--- src/rtl/serial_cmp_param_if.sv ---
// rtl/serial_cmp_param_if.sv - start/busy/done request and result bundle for the serial comparator
interface serial_cmp_param_if #(
  parameter int WIDTH = 8
);
  logic             start;
  logic [WIDTH-1:0] a;
  logic [WIDTH-1:0] b;
  logic             signed_mode;
  logic             busy;
  logic             done;
  logic             lt;
  logic             eq;
  logic             gt;

  modport master (
    output start, a, b, signed_mode,
    input  busy, done, lt, eq, gt
  );

  modport slave (
    input  start, a, b, signed_mode,
    output busy, done, lt, eq, gt
  );
endinterface

--- src/rtl/serial_cmp_param.sv ---
// rtl/serial_cmp_param.sv - bit-serial magnitude comparator, configurable width, scan order and signedness
module serial_cmp_param #(
  parameter int WIDTH     = 8,
  parameter bit MSB_FIRST = 1'b1
) (
  input  logic                 clk_i,
  input  logic                 rst_i,
  serial_cmp_param_if.slave    cmp
);
  localparam int            CW   = (WIDTH > 1) ? $clog2(WIDTH) : 1;
  localparam logic [CW-1:0] LAST = CW'(WIDTH - 1);

  typedef enum logic [1:0] {S_IDLE, S_SHIFT, S_DONE} state_t;
  typedef enum logic [1:0] {D_EQ, D_LT, D_GT} dec_t;

  state_t           state_q, state_d;
  dec_t             dec_q, dec_d;
  logic [WIDTH-1:0] a_q, a_d, b_q, b_d;
  logic             sgn_q, sgn_d;
  logic [CW-1:0]    cnt_q, cnt_d;
  logic             lt_q, lt_d, eq_q, eq_d, gt_q, gt_d;

  logic             a_bit, b_bit, sign_bit;
  logic [WIDTH-1:0] a_shift, b_shift;

  // The operand registers shift so the bit under test always sits at a fixed end.
  assign a_bit    = MSB_FIRST ? a_q[WIDTH-1] : a_q[0];
  assign b_bit    = MSB_FIRST ? b_q[WIDTH-1] : b_q[0];
  assign a_shift  = MSB_FIRST ? (a_q << 1) : (a_q >> 1);
  assign b_shift  = MSB_FIRST ? (b_q << 1) : (b_q >> 1);
  assign sign_bit = MSB_FIRST ? (cnt_q == '0) : (cnt_q == LAST);

  always_ff @(posedge clk_i or posedge rst_i) begin
    if (rst_i) begin
      state_q <= S_IDLE;
      dec_q   <= D_EQ;
      a_q     <= '0;
      b_q     <= '0;
      sgn_q   <= 1'b0;
      cnt_q   <= '0;
      lt_q    <= 1'b0;
      eq_q    <= 1'b0;
      gt_q    <= 1'b0;
    end else begin
      state_q <= state_d;
      dec_q   <= dec_d;
      a_q     <= a_d;
      b_q     <= b_d;
      sgn_q   <= sgn_d;
      cnt_q   <= cnt_d;
      lt_q    <= lt_d;
      eq_q    <= eq_d;
      gt_q    <= gt_d;
    end
  end

  always_comb begin
    state_d = state_q;
    dec_d   = dec_q;
    a_d     = a_q;
    b_d     = b_q;
    sgn_d   = sgn_q;
    cnt_d   = cnt_q;
    lt_d    = lt_q;
    eq_d    = eq_q;
    gt_d    = gt_q;
    unique case (state_q)
      S_IDLE: begin
        if (cmp.start) begin
          a_d     = cmp.a;
          b_d     = cmp.b;
          sgn_d   = cmp.signed_mode;
          cnt_d   = '0;
          dec_d   = D_EQ;
          state_d = S_SHIFT;
        end
      end
      S_SHIFT: begin
        a_d   = a_shift;
        b_d   = b_shift;
        cnt_d = cnt_q + 1'b1;
        // MSB-first keeps the first difference; LSB-first lets the most significant one win last.
        if ((a_bit != b_bit) && (!MSB_FIRST || dec_q == D_EQ)) begin
          dec_d = (a_bit ^ (sgn_q & sign_bit)) ? D_GT : D_LT;
        end
        if (cnt_q == LAST) begin
          lt_d    = (dec_d == D_LT);
          eq_d    = (dec_d == D_EQ);
          gt_d    = (dec_d == D_GT);
          state_d = S_DONE;
        end
      end
      S_DONE:  state_d = S_IDLE;
      default: state_d = S_IDLE;
    endcase
  end

  assign cmp.busy = (state_q != S_IDLE);
  assign cmp.done = (state_q == S_DONE);
  assign cmp.lt   = lt_q;
  assign cmp.eq   = eq_q;
  assign cmp.gt   = gt_q;
endmodule

--- src/flat_wrapper.sv ---
// flat-port wrapper written by rule: the top's interface ports become plain ports
module serial_cmp_param_flat 
#(
  parameter int WIDTH     = 8,
  parameter bit MSB_FIRST = 1'b1
)
  (clk_i, rst_i, cmp_start, cmp_a, cmp_b, cmp_signed_mode, cmp_busy, cmp_done, cmp_lt, cmp_eq, cmp_gt);
  serial_cmp_param_if #(.WIDTH(WIDTH)) cmp_i ();
  input  logic clk_i;
  input  logic rst_i;
  input wire logic [$bits(cmp_i.start)-1:0] cmp_start;
  input wire logic [$bits(cmp_i.a)-1:0] cmp_a;
  input wire logic [$bits(cmp_i.b)-1:0] cmp_b;
  input wire logic [$bits(cmp_i.signed_mode)-1:0] cmp_signed_mode;
  output wire logic [$bits(cmp_i.busy)-1:0] cmp_busy;
  output wire logic [$bits(cmp_i.done)-1:0] cmp_done;
  output wire logic [$bits(cmp_i.lt)-1:0] cmp_lt;
  output wire logic [$bits(cmp_i.eq)-1:0] cmp_eq;
  output wire logic [$bits(cmp_i.gt)-1:0] cmp_gt;
  assign cmp_i.start = cmp_start;
  assign cmp_i.a = cmp_a;
  assign cmp_i.b = cmp_b;
  assign cmp_i.signed_mode = cmp_signed_mode;
  assign cmp_busy = cmp_i.busy;
  assign cmp_done = cmp_i.done;
  assign cmp_lt = cmp_i.lt;
  assign cmp_eq = cmp_i.eq;
  assign cmp_gt = cmp_i.gt;
  serial_cmp_param #(.WIDTH(WIDTH), .MSB_FIRST(MSB_FIRST)) u_core (.clk_i(clk_i), .rst_i(rst_i), .cmp(cmp_i));
endmodule
--- config.mk ---
export PLATFORM = sky130hd
export DESIGN_NAME = serial_cmp_param_flat
export DESIGN_NICKNAME = d
export VERILOG_FILES = /design/src/rtl/serial_cmp_param_if.sv /design/src/rtl/serial_cmp_param.sv /design/src/flat_wrapper.sv
export SDC_FILE = /design/constraint.sdc
export NUM_CORES = 1
export LEC_CHECK = 0
export ABC_CLOCK_PERIOD_IN_PS = 3900
export CORE_MARGIN = 2
export CORE_UTILIZATION = 59
export DETAILED_ROUTE_END_ITERATION = 7
export DONT_BUFFER_PORTS = 1
export GPL_TIMING_DRIVEN = 0
export PLACE_DENSITY = 0.73
export SLEW_MARGIN = 15
export SYNTH_ARGS = -nofsm -noshare
export SYNTH_HDL_FRONTEND = slang
export SYNTH_SLANG_ARGS = --single-unit
--- constraint.sdc ---
create_clock -name clk_i -period 3.9 [get_ports clk_i]
set_input_delay 0.585 -clock clk_i [delete_from_list [all_inputs] [get_ports clk_i]]
set_output_delay 0.585 -clock clk_i [all_outputs]
set_load 0.02 [all_outputs]
==> results of run 1 <==
## logic make-up after synthesis
group                      count (synthesis)  synth area share, %
muxes                                      4                3.178
adders and majority gates                  3                2.979
AOI/OAI and AO/OA                         23                11.32
DFF                                       27                53.62
buffers and inverters                     15                5.561
and+or+nand+nor                           65                23.34
## power breakdown
group / internal, W / switching, W
registers: 0.000413 / 0.000104
clock network: 0.0000386 / 0.0000869
logic: 0.000180 / 0.000268
total: 0.000632 / 0.000460
## routing by layer
metal  up-vias  global-route usage [%]
met5         -                       0
met4         0                   6.944
met3         5                   4.464
met2        27                   39.25
met1       455                   27.91
li1        466                       -
## worst paths after layout
path	start	endpoint	slack, ps
max in group asynchronous	rst_i	u_core.cnt_q[1]	2960
max	u_core.state_q[1]	cmp_done	2140
max reg2reg	u_core.cnt_q[0]	u_core.cmp.lt	2470
min reg2reg	u_core.sgn_q	u_core.sgn_q	500
min	cmp_b[0]	u_core.b_q[0]	340
min in group asynchronous	rst_i	u_core.b_q[5]	350
## worst reg2reg max path: cells and delay by family (launching register included)
family | cells | cell delay (ps)
muxes | 1 | 220
AOI/OAI and AO/OA | 1 | 60
adders and majority gates | 2 | 410
DFF | 1 | 440
and+or+nand+nor | 1 | 200
## Yosys cell counts
master,number
o21ai_1,5
mux2i_1,4
or4_1,1
buf_2,5
or3b_1,1
nand3_1,5
a31oi_1,16
nand3b_1,2
o32ai_1,2
nor2_1,14
nor2b_1,3
nand2_1,36
dfrtp_1,27
or2_2,1
clkbuf_1,1
nor3b_4,1
buf_6,1
nand2b_1,1
inv_1,8
ha_1,3
## flip-flops by register name (all words and copies together) (netlist names)
name and cells:
u_core.cmp.eq 1, u_core.cmp.lt 1, u_core.a_q 8, u_core.state_q 2
u_core.sgn_q 1, u_core.dec_q 2, u_core.b_q 8, u_core.cnt_q 3
u_core.cmp.gt 1
## stage by stage
stage | hold slack (ps) | worst slack (ps) | util, % | cells
2_1_floorplan | 446.1 | 2516 | - | 137
3_3_place_gp | 465.1 | 2393 | 65.28 | 164
3_5_place_dp | 467.0 | 2367 | 65.28 | 164
4_1_cts | 342.5 | 2131 | 66.67 | 168
5_1_grt | 339.1 | 2065 | 66.67 | 168
6_report | 343.2 | 2136 | 66.67 | 168
## cell type report
class	instances	area [um2]	area share [%]
plain buffers	7	40.04	3.030
clock buffers	3	22.52	1.705
clock inverters	1	5.005	0.3788
inverters	8	30.03	2.273
multi-input cells	95	514.2	38.92
flip-flops and latches	27	675.6	51.14
well taps	27	33.78	2.557
==> metrics, run 1 <==
worst-path cell chain=nor2b_1; setup bufs post-CTS=0; placed wire-length estimate=1.760 mm; Max Slew Vio Count=0; RSZ-0062 raised after global routing=no; crit share post-route=45.22%; die height=50.21 um; setup tns final=0 ps; Filler Cell Count=175; DRC Markers=0; RD Place Congestion=0.7931; nature of the critical path endpoint=output pin; post-route ant nets=0; WS Path Type=flip-flop to output pin; DRT iter0 DRCs=16; met2 wire len=1.179 mm; I/O pin count=25; syn nets=160; wire per inst=14.43 um; WL final=2.425 mm; Setup Skew=5.618 ps; Peak VDD IR=460.4 uV; commonest non-fill, non-tap cell in the layout=nand2_1; H-tree Lvls=1; Skew-Pair Late Insertion Delay=330 ps; worst-case clock buffer depth=2; DRT Pass-1 Iters=4; area delta synth->final=4.866%; Die ar.=0.002521 mm2; worst hold path class=primary input to flip-flop; row cnt=16; yosys warns=0; outcome=finished, final reports clean; power density over cell area=825.9 mW/mm2; total CTS buffers=3; number of global-route vias before repair=993; #FFs+latches synth=27; Period minus WS final=1764 ps; synth top area cells=dfrtp_1 54%, nand2_1 11%, a31oi_1 7.9%; Leak Pwr=0.6470 nW; nets@finish=165; Vias=953; Hold Vio Cnt, Final=0; Root Buffer=clkbuf_4; WP data required=3310 ps; sequential share of the synthesized area=53.62%; Total Routing Usage GR=22.48%; final non-filler cell area=0.001321 mm2; Critical-path top delay cell=dfrtp_1; first-pass GRT wire length=4.298 mm; Initial Utilization=63.57%; Critical Path Start Type=flip-flop; WP buf/inv=0; area post-placement=0.001294 mm2; Mapped Avg Cell Area=9.197 um2; Crit path max-delay family=flip-flops; area of the core=0.001982 mm2; Reg2Reg Depth=5; highest metal layer with signal wires=met4; total grt overflow=0; # clock sinks=27; post-synth top area cell=dfrtp_1; Tot Pwr=0.001091 W; Max Clock Freq=567.0 MHz; Synth Instances=137; crit path max fanout=6; initial antenna violation count=0; DR vias/cell=5.673; CTS tree=done; share of the synthesized area in the top cell type=53.62%; most frequent cells in the layout=36 x nand2_1, 27 x dfrtp_1, 16 x a31oi_1, 14 x nor2_1, 8 x inv_1; WL met3=145 um; Hold Path Cell Cnt=2; Clock transition at path regs=150 ps; share of cells above drive strength 1=8.511%; largest net degree at the start of global routing=28; Worst Tran Pin Value=989.0 ps; Ant. Diodes=0; # resized after CTS=0; M1 WL=1.067 mm; Worst slew margin=33.99%; Max Cap Viol=0; total stage count of the critical path=1; I/O Buffers=0; CP max stage delay=460 ps; DIE WIDTH=50.21 um; count of different cell masters after synthesis=20; Post-Syn Area=0.001260 mm2; Final Setup Violations=0; cts hold-fix bufs=0; Arrival @ worst endpoint=1180 ps
Power figures use the tool's default switching activity.
==> inputs of run 2 (changes only) <==
--- a/config.mk
+++ b/config.mk
@@ -5,7 +5,7 @@
 export SDC_FILE = /design/constraint.sdc
 export NUM_CORES = 1
 export LEC_CHECK = 0
-export ABC_CLOCK_PERIOD_IN_PS = 3900
+export ABC_CLOCK_PERIOD_IN_PS = 1650
 export CORE_MARGIN = 2
 export CORE_UTILIZATION = 59
 export DETAILED_ROUTE_END_ITERATION = 7
==> constraint.sdc (replaced) <==
create_clock -name clk_i -period 1.65 [get_ports clk_i]
set_input_delay 0.2475 -clock clk_i [delete_from_list [all_inputs] [get_ports clk_i]]
set_output_delay 0.2475 -clock clk_i [all_outputs]
set_load 0.02 [all_outputs]
==> results of run 2 <==
Same layout as run 1 (identical final DEF). Status: finished, final reports clean.
Main changes from that run: setup slack after placement 2367 ps -> 223.6 ps; setup slack after layout 2136 ps -> 220.8 ps; hold slack 343.2 ps -> 5.745 ps; start point of the critical path u_core.state_q[1] -> u_core.cnt_q[0]; end point of the critical path cmp_done -> u_core.cmp.lt; register-to-register setup slack 2470 ps -> 220 ps; total power 0.001091 W -> 0.002579 W; worst IR drop on VDD 460.4 uV -> 1088 uV
